## src/rtl/csr_evfifo.sv

```systemverilog
// csr_evfifo: event FIFO filled by a hardware producer and drained over the
// CSR bus. Six registers (DATA, POP, LEVEL, STAT, CTRL, DROPS) are decoded
// from csr_a[2:0] when csr_a[13:10] matches csr_addr. irq is a registered
// level interrupt that is high while enabled and the FIFO holds data.
module csr_evfifo #(
  parameter logic [3:0] csr_addr   = 4'h2,
  parameter int         depth_log2 = 4
) (
  input  logic        sys_clk,
  input  logic        sys_rst,
  input  logic [13:0] csr_a,
  input  logic        csr_we,
  input  logic [31:0] csr_di,
  output logic [31:0] csr_do,
  input  logic        ev_stb,
  input  logic [31:0] ev_data,
  output logic        irq
);

  localparam int depth = 1 << depth_log2;
  localparam logic [depth_log2:0] level_full = (depth_log2 + 1)'(depth);
  localparam logic [depth_log2:0] level_one  = (depth_log2 + 1)'(1);

  logic [31:0]           mem_r [depth];
  logic [depth_log2-1:0] rd_ptr_r;
  logic [depth_log2-1:0] wr_ptr_r;
  logic [depth_log2:0]   level_r;
  logic                  overflow_r;
  logic [15:0]           drops_r;
  logic                  irq_en_r;
  logic [31:0]           csr_do_r;
  logic                  irq_r;

  logic                  sel_s;
  logic [2:0]            idx_s;
  logic                  wr_s;
  logic                  empty_s;
  logic                  full_s;
  logic                  flush_s;
  logic                  pop_s;
  logic                  push_s;
  logic                  drop_s;
  logic [depth_log2:0]   level_nxt_s;
  logic                  overflow_nxt_s;
  logic [15:0]           drops_nxt_s;
  logic [31:0]           rd_data_s;
  logic                  unused_s;

  assign sel_s    = (csr_a[13:10] == csr_addr);
  assign idx_s    = csr_a[2:0];
  assign wr_s     = sel_s & csr_we;
  assign empty_s  = (level_r == '0);
  assign full_s   = (level_r == level_full);
  assign unused_s = ^{csr_a[9:3], csr_di[31:3]};

  // Push/pop/flush arbitration: flush wins, pop frees a slot for a same-cycle push
  always_comb begin
    flush_s = wr_s & (idx_s == 3'd4) & csr_di[1];
    pop_s   = wr_s & (idx_s == 3'd1) & ~empty_s & ~flush_s;
    push_s  = ev_stb & ~flush_s & (~full_s | pop_s);
    drop_s  = ev_stb & ~flush_s & full_s & ~pop_s;
  end

  // Next occupancy, sticky overflow and saturating drop counter
  always_comb begin
    level_nxt_s = level_r;
    if (flush_s) begin
      level_nxt_s = '0;
    end else if (push_s && !pop_s) begin
      level_nxt_s = level_r + level_one;
    end else if (pop_s && !push_s) begin
      level_nxt_s = level_r - level_one;
    end else begin
      level_nxt_s = level_r;
    end

    overflow_nxt_s = overflow_r;
    if (drop_s) begin
      overflow_nxt_s = 1'b1;
    end else if (wr_s && (idx_s == 3'd3) && csr_di[2]) begin
      overflow_nxt_s = 1'b0;
    end else begin
      overflow_nxt_s = overflow_r;
    end

    drops_nxt_s = drops_r;
    if (wr_s && (idx_s == 3'd5)) begin
      drops_nxt_s = drop_s ? 16'd1 : 16'd0;
    end else if (drop_s && (drops_r != 16'hFFFF)) begin
      drops_nxt_s = drops_r + 16'd1;
    end else begin
      drops_nxt_s = drops_r;
    end
  end

  // CSR read mux over the state present at the start of the cycle
  always_comb begin
    rd_data_s = 32'd0;
    if (sel_s) begin
      case (idx_s)
        3'd0: rd_data_s = empty_s ? 32'd0 : mem_r[rd_ptr_r];
        3'd2: rd_data_s = {{(31 - depth_log2){1'b0}}, level_r};
        3'd3: rd_data_s = {29'd0, overflow_r, full_s, empty_s};
        3'd4: rd_data_s = {31'd0, irq_en_r};
        3'd5: rd_data_s = {16'd0, drops_r};
        default: rd_data_s = 32'd0;
      endcase
    end else begin
      rd_data_s = 32'd0;
    end
  end

  // Control state, pointers and registered outputs
  always_ff @(posedge sys_clk) begin
    if (sys_rst) begin
      rd_ptr_r   <= '0;
      wr_ptr_r   <= '0;
      level_r    <= '0;
      overflow_r <= 1'b0;
      drops_r    <= 16'd0;
      irq_en_r   <= 1'b0;
      csr_do_r   <= 32'd0;
      irq_r      <= 1'b0;
    end else begin
      if (flush_s) begin
        rd_ptr_r <= '0;
        wr_ptr_r <= '0;
      end else begin
        if (pop_s) begin
          rd_ptr_r <= rd_ptr_r + 1'b1;
        end
        if (push_s) begin
          wr_ptr_r <= wr_ptr_r + 1'b1;
        end
      end
      level_r    <= level_nxt_s;
      overflow_r <= overflow_nxt_s;
      drops_r    <= drops_nxt_s;
      if (wr_s && (idx_s == 3'd4)) begin
        irq_en_r <= csr_di[0];
      end
      csr_do_r   <= rd_data_s;
      irq_r      <= irq_en_r & ~empty_s;
    end
  end

  // Event storage; contents are don't-care until written, so no reset
  always_ff @(posedge sys_clk) begin
    if (push_s && !sys_rst) begin
      mem_r[wr_ptr_r] <= ev_data;
    end
  end

  assign csr_do = csr_do_r;
  assign irq    = irq_r;

endmodule

```

## config.mk

```make
export PLATFORM = sky130hd
export DESIGN_NAME = csr_evfifo
export DESIGN_NICKNAME = d
export VERILOG_FILES = /design/src/rtl/csr_evfifo.sv
export SDC_FILE = /design/constraint.sdc
export NUM_CORES = 1
export LEC_CHECK = 0
export BUFFER_PORTS_ARGS = -buffer_cell sky130_fd_sc_hd__buf_2
export CELL_PAD_IN_SITES_DETAIL_PLACEMENT = 1
export CELL_PAD_IN_SITES_GLOBAL_PLACEMENT = 1
export CORE_AREA = 5 5 205 207
export CTS_BUF_LIST = sky130_fd_sc_hd__clkbuf_16
export DETAILED_ROUTE_END_ITERATION = 8
export DIE_AREA = 0 0 210 212
export PLACE_DENSITY = 0.84
export SETUP_SLACK_MARGIN = 0.5
export SYNTH_ARGS = -nofsm -noshare
export SYNTH_HDL_FRONTEND = slang
export SYNTH_SLANG_ARGS = --single-unit
export TNS_END_PERCENT = 100
```

## constraint.sdc

```tcl
create_clock -name sys_clk -period 9.5 [get_ports sys_clk]
set_clock_uncertainty 0.2 [all_clocks]
set_input_delay 0.475 -clock sys_clk [delete_from_list [all_inputs] [get_ports sys_clk]]
set_output_delay 0.475 -clock sys_clk [all_outputs]
set_load 0.02 [all_outputs]
```

==> impl_metrics.csv <==
group,metric,value,unit
outcome,status,"finished, final reports clean",
logic_synthesis,synthTopCellsByArea,"edfxtp_1 (69%), mux4_2 (11%), dfxtp_1 (6.1%)",
logic_synthesis,syn_avg_cell_area,19.3,sq um
timing,max-slew-margin-rel,17.4,%
die,dieArea,44500,sq um
power_and_ir_drop,leakagePower,0.00802,uW
cts,htree_levels,2,
logic_synthesis,synth_top_area_cell,"edfxtp_1",
setup_path,endpoint,"level_r[4]$_SDFFE_PP0P_",
die,core-area,40200,sq um
logic_synthesis,ys_async_sr_fraction,0,%
timing,slew_violations,0,
timing,fmax,273,MHz
setup_path,path_class,"register to register",
setup_path,ff2ff_path_depth,11,
finish,fillers,3406,
cts,cts.sinks,580,
setup_path,arrival,3990,ps
global_routing,grt_pass1_wl,82500,microns
setup_path,critical_path.max_fanout,17,
die,die-height,212,microns
route,post_drt_wl_per_cell,29.7,microns
logic_synthesis,ys_seq_area_share,74.6,%
setup_path,timing.critical_path.from,"level_r[0]$_SDFFE_PP0P_",
route,routed_wl,54600,microns
logic_synthesis,synth_fp_nets,1252,
cts,clock_latency,640,ps
place,dpl.hpwl,28200,microns
logic_synthesis,synth-edff-count,512,
cts,cts_tree,"built",
logic_synthesis,ys_warn_count,0,
logic_synthesis,yosysTopAreaCellShare,68.6,%
cts,hold_buffers,15,
finish,drive_above_1_share,25.3,%
route,drc,0,
timing,fin_hold_ws,31.6,ps
cts,clkTransAtPathRegs,70,ps
finish,nets,1350,
logic_synthesis,syn_inst,1159,
route,first_pass_iters,5,
cts,ctsLongestPathBuffers,3,
setup_path,worstReg2RegEnd,"level_r[4]$_SDFFE_PP0P_",
cts,cts_made_buffers,57,
die,io_pins,115,
timing,rsz0062_at_grt,"no",
run,maxCapViolations,0,
timing,setup-violations-final,0,
setup_path,cp.required,9820,ps
global_routing,grt_pass1_vias,12597,
setup_path,rrSetupSlack,5830,ps
hold_path,min_path_type,"input pin to register",
power_and_ir_drop,p_per_area,209,nW/um^2
timing,worst_pin_slew,1240,ps
finish,syn_to_final_growth,13.3,%
logic_synthesis,synth-main-ff-cell,"edfxtp_1",
cts,ctsRootBufferMaster,"clkbuf_16",
finish,final_area,25400,sq um
setup_path,startpoint_type,"register",
global_routing,grt-ovfl-total,0,
die,start_util,55.8,%
global_routing,grtUsageTotal,24.9,%
place,placed_area,23400,sq um
timing,hold_viol,0,
route,drt_iter0_markers,1072,
hold_path,min_from,"ev_data[22]",
die,num_rows,74,
logic_synthesis,synth.most_common_cell,"edfxtp_1",
logic_synthesis,synth_cell_types,52,
route,ant_nets,0,
setup_path,worst_setup_path_end_kind,"register",
logic_synthesis,synth_area,22400,sq um
cts,post-cts-setup-buffers,0,
route,vias,11696,
timing,setup_tns,0,ps
global_routing,grt_max_degree,67,
cts,cts_resized,0,
place,gp_congestion,0.793,
timing,period_share,38.6,%
route,viasPerCell,6.36,
logic_synthesis,ys_seq_elements,580,
timing,post-route-min-period,3670,ps
die,die_x,210,microns
global_routing,antenna_found_initial,4,
power_and_ir_drop,ir_drop,204,uV
setup_path,r2r_start,"level_r[0]$_SDFFE_PP0P_",
place,numPortBuffers,78,
logic_synthesis,ys_top_cells_by_count,"edfxtp_1 (512), mux4_2 (114), dfxtp_1 (68)",
==> flip-flops by register name, indices dropped and copies added, names as in the netlist, named ones only <==
signal      cells
irq_en_r        1
mem_r         512
level_r         5
overflow_r      1
irq             1
drops_r        16
csr_do         32
rd_ptr_r        4
wr_ptr_r        4
==> layer usage <==
layer | vias to the layer above | GRT usage (%) | share of wire [%]
li1 | 4958 | - | -
met1 | 6213 | 33.3 | 40
met2 | 438 | 43.1 | 52
met3 | 85 | 4.90 | 6.2
met4 | 2 | 6.14 | 2.0
met5 | - | 0 | 0.024
==> cell type report <==
type                            count  area [sq um]  area share [%]
Antenna cell                        1          2.50         0.00985
Clock buffer                       58          1450            5.71
Clock inverter                     50           440            1.73
Inverter                           14          52.6           0.207
Multi-Input combinational cell    497          5390            21.2
Sequential cell                   580         16800            66.0
Tap cell                          532           666            2.62
Timing Repair Buffer              107           646            2.54
==> cell families after synthesis <==
family / synth area share (%)
compound gates: 4.17
xor+xnor: 0.351
fa+ha+maj: 0.647
buf+inv: 1.51
flops: 74.6
mux: 14.7
simple gates: 4.00
==> report_power, final <==
| part | internal (uW) | switching, uW | total [uW] |
|---|---|---|---|
| clock | 1280 | 992 | 2270 |
| sequential | 2810 | 21.2 | 2830 |
| combinational | 77.9 | 138 | 216 |
| total | 4170 | 1150 | 5320 |
==> critical path, stage by stage (launching register included) <==
cell,delay [ps]
dfxtp_1,370
or4_4,600
a311o_1,410
and2_1,330
ha_1,310
inv_1,140
ha_1,290
a21o_1,190
a21oi_1,200
xnor2_1,90
or3_1,300
a21oi_1,150
==> stage by stage <==
| step | setup slack [ps] | utilization, % | power, uW | std cells |
|---|---|---|---|---|
| CTS | 5840 | 63.2 | 5350 | 1838 |
| finish | 5830 | 63.2 | 5320 | 1839 |
| global route | 5650 | 63.2 | 5510 | 1839 |
| detailed placement | 5390 | 58.1 | 3090 | 1715 |
| global placement | 5570 | 58.1 | 3080 | 1715 |
| floorplan | 5760 | - | 3010 | 1159 |
==> cell usage in the layout, fill, tap and decap left out, types with 8 or more instances in the layout <==
master and n:
nand2_1 14, mux2i_1 57, clkinv_2 11, buf_4 14
nor2_1 34, buf_2 78, or4_1 11, mux4_2 114
nand3_1 17, dlygate4sd3_1 15, o31ai_1 13, mux2_2 14
nand4_1 8, edfxtp_1 512, nor2b_1 19, a211oi_1 35
inv_1 25, and3_2 14, a22oi_1 12, dfxtp_1 64
a21oi_1 36, ha_1 10, clkinv_1 13, clkbuf_16 58
o2bb2ai_1 11
==> worst min-delay path by stage <==
stage	end	cells past startpoint
3_3_place_gp	overflow_r$_SDFFE_PP0P_	2
2_1_floorplan	overflow_r$_SDFFE_PP0P_	2
4_1_cts	mem_r[2][2]$_DFFE_PP_	1
3_5_place_dp	overflow_r$_SDFFE_PP0P_	2
6_report	mem_r[5][22]$_DFFE_PP_	1
5_1_grt	mem_r[13][6]$_DFFE_PP_	1
(Power assumes the default switching activity.)
